--- src/rtl/serial_adder_ctrl.sv ---
// serial_adder_ctrl
//   Bit-serial add sequencer that time-shares one external FullAdder cell to
//   add two WIDTH-bit operands, LSB first, one bit per clock. Operands and the
//   initial carry are captured on Start; each RUN cycle presents one bit pair
//   plus the running carry to the shared cell and collects its Sum/Cout.
//   {Cout, Result} = OpA + OpB + CinIn, reported with a one-cycle Done pulse.
//
// Ports:
//   Clk, Reset         clock, synchronous active-high reset
//   Start              request, only honoured in IDLE
//   OpA, OpB, CinIn    operands and carry-in, captured with an accepted Start
//   FA_A, FA_B, FA_Cin drive the shared FullAdder inputs (0 outside RUN)
//   FA_Sum, FA_Cout    combinational outputs of the shared FullAdder
//   Busy               high while bits are being added
//   Done               one-cycle completion pulse
//   Result, Cout       sum and carry-out, valid from Done until the next Start
//   Overflow           two's-complement overflow, same validity as Result
//                      (only present when SERIAL_ADDER_OVERFLOW_EN is defined)
//
// Configuration macro: SERIAL_ADDER_OVERFLOW_EN

module serial_adder_ctrl #(
  parameter int WIDTH = 8
) (
  input  logic             Clk,
  input  logic             Reset,
  input  logic             Start,
  input  logic [WIDTH-1:0] OpA,
  input  logic [WIDTH-1:0] OpB,
  input  logic             CinIn,
  output logic             FA_A,
  output logic             FA_B,
  output logic             FA_Cin,
  input  logic             FA_Sum,
  input  logic             FA_Cout,
  output logic             Busy,
  output logic             Done,
  output logic [WIDTH-1:0] Result,
  output logic             Cout
`ifdef SERIAL_ADDER_OVERFLOW_EN
  ,
  output logic             Overflow
`endif
);

  localparam int CW = (WIDTH > 1) ? $clog2(WIDTH) : 1;

  typedef enum logic [1:0] {
    IDLE = 2'd0,
    RUN  = 2'd1,
    DONE = 2'd2
  } state_t;

  state_t          state;
  state_t          state_next;
  logic [WIDTH-1:0] opa_sr;
  logic [WIDTH-1:0] opb_sr;
  logic             carry;
  logic [CW-1:0]    count;
  logic             last_bit;

  // The bit being added this cycle is the MSB once count reaches WIDTH-1.
  assign last_bit = (count == CW'(WIDTH - 1));

  // State register.
  always_ff @(posedge Clk) begin
    if (Reset) begin
      state <= IDLE;
    end else begin
      state <= state_next;
    end
  end

  // Next-state logic and the combinational outputs. The shared adder only
  // sees live data during RUN so it stays quiet while idle or reporting.
  always_comb begin
    state_next = state;
    FA_A       = 1'b0;
    FA_B       = 1'b0;
    FA_Cin     = 1'b0;
    Busy       = 1'b0;
    Done       = 1'b0;
    case (state)
      IDLE: begin
        if (Start) begin
          state_next = RUN;
        end
      end
      RUN: begin
        Busy   = 1'b1;
        FA_A   = opa_sr[0];
        FA_B   = opb_sr[0];
        FA_Cin = carry;
        if (last_bit) begin
          state_next = DONE;
        end
      end
      DONE: begin
        Done       = 1'b1;
        state_next = IDLE;
      end
      default: begin
        state_next = IDLE;
      end
    endcase
  end

  // Datapath. Sum bits enter the accumulator at the MSB end so that after
  // WIDTH shifts the first (LSB) sum bit has reached Result[0]. Result and
  // Cout are left untouched on Start; they simply get overwritten during RUN.
  always_ff @(posedge Clk) begin
    if (Reset) begin
      opa_sr   <= '0;
      opb_sr   <= '0;
      carry    <= 1'b0;
      count    <= '0;
      Result   <= '0;
      Cout     <= 1'b0;
`ifdef SERIAL_ADDER_OVERFLOW_EN
      Overflow <= 1'b0;
`endif
    end else begin
      case (state)
        IDLE: begin
          if (Start) begin
            opa_sr <= OpA;
            opb_sr <= OpB;
            carry  <= CinIn;
            count  <= '0;
          end
        end
        RUN: begin
          Result <= {FA_Sum, Result[WIDTH-1:1]};
          carry  <= FA_Cout;
          opa_sr <= {1'b0, opa_sr[WIDTH-1:1]};
          opb_sr <= {1'b0, opb_sr[WIDTH-1:1]};
          count  <= count + CW'(1);
          if (last_bit) begin
            Cout     <= FA_Cout;
`ifdef SERIAL_ADDER_OVERFLOW_EN
            // carry is the carry into the MSB cell during the last bit.
            Overflow <= carry ^ FA_Cout;
`endif
          end
        end
        default: begin
        end
      endcase
    end
  end

endmodule
--- config.mk ---
export PLATFORM = sky130hd
export DESIGN_NAME = serial_adder_ctrl
export DESIGN_NICKNAME = d
export VERILOG_FILES = /design/src/rtl/serial_adder_ctrl.sv
export SDC_FILE = /design/constraint.sdc
export NUM_CORES = 1
export LEC_CHECK = 0
export CAP_MARGIN = 20
export CORE_AREA = 4 4 66 68
export CTS_CLUSTER_DIAMETER = 80
export DETAILED_ROUTE_END_ITERATION = 8
export DIE_AREA = 0 0 70 72
export HOLD_SLACK_MARGIN = 0.15
export PLACE_DENSITY = 0.77
export REMOVE_ABC_BUFFERS = 1
export SYNTH_ARGS = -nofsm -noshare
export SYNTH_HDL_FRONTEND = slang
export SYNTH_SLANG_ARGS = --single-unit
export TNS_END_PERCENT = 10
--- constraint.sdc ---
create_clock -name Clk -period 3.3 [get_ports Clk]
set_input_delay 0.825 -clock Clk [delete_from_list [all_inputs] [get_ports Clk]]
set_output_delay 0.825 -clock Clk [all_outputs]
set_load 0.05 [all_outputs]
Yosys cells after proc, flatten, opt, wreduce, memory -nomap -nowiden --
Index checks and enable logic that the tools add are counted.
Word-level totals: register bits after elaboration 31, bits in latches 0, memory bits (writable) 0, bits in read-only memories 0, input port bits 22, logic and storage cells 34, memories kept 0
Cells by class: add/sub/neg operators 1, multipliers 0, divide/modulo/power cells 0, order comparisons 0, eq/ne operators 5, shifts and indexed selects 0, mux-type cells 16, bitwise gates (word level) 0, reductions and logical operators 5
Operators by type and width (count):
- 8-bit one-hot mux with 2 select lines | 2
- 8-bit two-way mux | 2
- 1-bit two-way mux | 6
- 3-bit one-hot mux with 2 select lines | 1
- 2-bit AND reduction | 3
- 2-bit two-way mux | 2
- 2-bit inequality test (second input constant) | 2
- 2-bit one-hot mux with 2 select lines | 1
- 3-bit by 1-bit adder with 3-bit output (second input constant) | 1
- 3-bit equality test (second input constant) | 1
- 3-bit two-way mux | 1
- 2-bit by 1-bit equality test with 1-bit output (second input constant) | 1
- 2-bit equality test (second input constant) | 1
- 2-bit zero test | 1
- 1-bit one-hot mux with 2 select lines | 1
- 2-bit nonzero test | 1

Longest topological paths before layout --
depth in word-level cells 3, mapped depth 6, depth with buffers taken out 5

Worst setup path before layout --
Ideal clock, no wire load.
path kind reg-to-output, start point register state[1], end point output port FA_A, arrival time 1265 ps, setup slack 1210 ps, cell stages (with the launch flop) 6, path buffers 2, path through dfxtp_1 -> nand2b_1 -> buf_6 -> inv_8 -> buf_12 -> and2_1
Between the ends: cells in the longest elaborated chain, start to end 2
RTL lines:
- from (decl) | line 54 | state_t state;
- from (signal assigned) | line 70 | state <= state_next;
- 2-bit by 1-bit equality test with 1-bit output | line 83 | case (state)
- 1-bit two-way mux | line 83
- to (decl) | line 31 | output logic FA_A,
Every way passes these cells.

Worst setup path in the final report --
start point register state[1], end point output port Done
Between the ends: cells in the longest elaborated chain, start to end 2
RTL lines:
- 2-bit equality test | line 83
- 1-bit two-way mux | line 83
- to (decl) | line 37 | output logic Done,
Every way passes these cells.

==> results.json <==
{
  "placement_rows": 23,
  "hold_buffers": 0,
  "min_period_ps": 2484,
  "worst_setup_path_start_kind": "flop",
  "timing.critical_path.cells": "nor2b_1 > clkdlybuf4s50_1",
  "avgSynthCellArea_um2": 10.65,
  "min_path_cells": 2,
  "initial_antenna_violation_count": 0,
  "finalHoldViolCount": 0,
  "vias_per_cell": 4.879,
  "critical-path-slowest-cell": "clkdlybuf4s50_1",
  "synthTopCellsByArea": "dfxtp_1 42%, a211oi_2 14%, mux2i_1 11%, nor2_2 4.2%, a21oi_2 3.6%",
  "path_class": "reg -> out",
  "synth.lib_cells_used.distinct": 28,
  "cts_setup_buffers": 0,
  "slowest_delay_ps": 810,
  "comb_power_share": 0.157,
  "cts_buffers": 5,
  "worst-r2r-cell-count": 4,
  "drt_pass1_iterations": 4,
  "leakage_nw": 0.7198,
  "grt_setup_unrepaired": "false",
  "seq_area_frac_synth": 0.4193,
  "critical_path.max_fanout": 7,
  "drv_cap": 0,
  "path_clk_slew_ps": 60,
  "clock_latency_ps": 280,
  "number_of_remaining_drc_errors": 0,
  "clock.fmax_ghz": 0.4026,
  "grt_overflow_total": 0,
  "design.core.area_um2": 3856,
  "dpl.hpwl_um": 2172,
  "die-height_um": 72,
  "ff_latch_area_um2": 620.6,
  "slew_viol_final": 0,
  "final_cell_mix": "31 x dfxtp_1, 31 x clkdlybuf4s50_1, 16 x mux2i_1, 16 x a211oi_2",
  "worst_slew_pin_slew_ps": 529.3,
  "wire_per_inst_um": 13.68,
  "remaining_number_of_nets_flagged_by_the_antenna_check_after_routing": 0,
  "multi_input_area_um2": 752.0,
  "fin_area_um2": 1973,
  "timing.setup.tns_ps": 0,
  "result_of_the_run": "finished clean",
  "endpoint_kind": "output port",
  "grt_pass1_vias": 1183,
  "pwr_density_cell_nw_per_um2": 476.8,
  "worst_hold_path_type": "reg -> reg",
  "tritoncts": "yes",
  "finish.net_count": 197,
  "post-synth-top-area-fraction": 0.4193,
  "area_delta_synth_final_pct": 33.30,
  "number_of_antenna_repair_diodes": 0,
  "synthesis.yosys.warnings": 0,
  "switchingPower_mw": 0.2292,
  "cts.path.max_buffers": 2,
  "place_area_um2": 1856,
  "initial_utilization": 0.3838,
  "grt_first_pass_wirelength_um": 5278,
  "finalClockSkew_ps": 4.068,
  "total_of_flip_flops_plus_latches_after_synthesis": 31,
  "initialDrtViolationCount": 32,
  "power.share.sequential": 0.436,
  "preCtsSetupSlack_ps": 997.7,
  "finalCritPeriodShare": 0.7527,
  "fillers": 383,
  "worst_ep_arrival_time_ps": 1660,
  "grt_use_total": 0.1309,
  "cts_root_buf": "clkbuf_8",
  "horizontal_die_dimension_um": 70,
  "fin_ws_ps": 816.3,
  "p_sw_frac": 0.2436,
  "design.die.area_um2": 5040,
  "critical_path_required_ps": 2470,
  "portBuffers": 35,
  "gp_congestion": 0.6812,
  "postSynthCellCount": 139,
  "timing.slew.headroom": 0.6471,
  "cellInternalPower_mw": 0.7116,
  "post_synthesis_instance_area_um2": 1480,
  "irDropWorstVdd_mv": 0.2679,
  "finalSetupViolations": 0,
  "routed_wirelength_um": 3064,
  "grt_max_degree": 32,
  "num_io_pins": 36,
  "synthDominantAreaCellType": "dfxtp_1",
  "cts.sink_count": 31,
  "ctsResizeCount": 0,
  "htree_levels": 2,
  "proportion_of_power_drawn_by_the_clock_network": 0.407,
  "post_route_cells_drive_above_1_share": 0.3218,
  "route.vias.total": 1093
}
[kinds of logic after synthesis]
kind of cell,after synthesis,share of synthesized area
fa+ha+maj,2,0.01690
mux,16,0.1082
buf+inv,12,0.07269
flops,31,0.4193
simple gates,47,0.1632
compound gates,31,0.2198
[registers in the layout, summed over array words and instances, names as in the netlist]
register  flops
Result        8
opa_sr        8
opb_sr        8
count         3
state         2
Cout          1
carry         1
[synthesized netlist by cell type]
cell and number:
nand2b_1 1, and2_4 1, nor2_2 10, a211oi_2 16
nor2_1 11, buf_6 4, buf_1 2, o21bai_2 1
nand3b_1 1, nand3_1 1, a21oi_1 3, mux2i_1 16
buf_2 1, and2_1 2, nor3b_1 1, nor3_1 1
nor2b_1 1, inv_8 1, buf_4 2, ha_1 2
nand2_1 11, buf_12 1, inv_1 1, a21oi_2 6
o21ba_4 1, dfxtp_1 31, a22oi_1 4, nand2_2 6
[worst max-delay path, delay by kind of cell, from the launching register on]
family        cells  cell delay (ps)
buf+inv           1              810
flops             1              420
simple gates      1              150
[routing by layer]
metal  part of all wire  up-vias  track usage
li1                   -      550            -
met4              0.017        0      0.05106
met3              0.073        5      0.06233
met5                  0        -            0
met1               0.41      510       0.1376
met2               0.50       28       0.2277
[per-stage QoR]
stage	power (mW)	std cells	utilization	hold WS, ps
2_1_floorplan	0.5034	129	-	449.3
3_3_place_gp	0.5629	216	0.4812	450.9
3_5_place_dp	0.5691	216	0.4812	466.5
6_report	0.9408	224	0.5117	475.0
5_1_grt	0.9810	224	0.5117	500.8
4_1_cts	0.9553	224	0.5117	479.1
[power groups by stage]
| stage | Combinational [mW] | Clock, mW | Sequential, mW |
|---|---|---|---|
| detailed placement | 0.150 | 0 | 0.419 |
| floorplan | 0.0794 | 0 | 0.424 |
| global placement | 0.146 | 0 | 0.417 |
| global route | 0.161 | 0.407 | 0.413 |
| finish | 0.148 | 0.383 | 0.410 |
| CTS | 0.151 | 0.394 | 0.410 |
[worst paths after layout]
kind / from / to / slack, ps
worst max-delay path: state[1] / Done / 820
worst min-delay path: Cout / Cout / 470
worst max register to register: state[0] / opa_sr[5] / 1600
worst min register to register: Cout / Cout / 470
[layout make-up]
cell class	count	share of cell area
flip-flops and latches	31	0.3145
repair buffers	37	0.2055
clock inverters	2	0.01776
clock buffers	6	0.04185
inverters	2	0.007609
well taps	50	0.03171
multi-input cells	96	0.3811
Note: power is estimated with default switching activity, not from simulation.
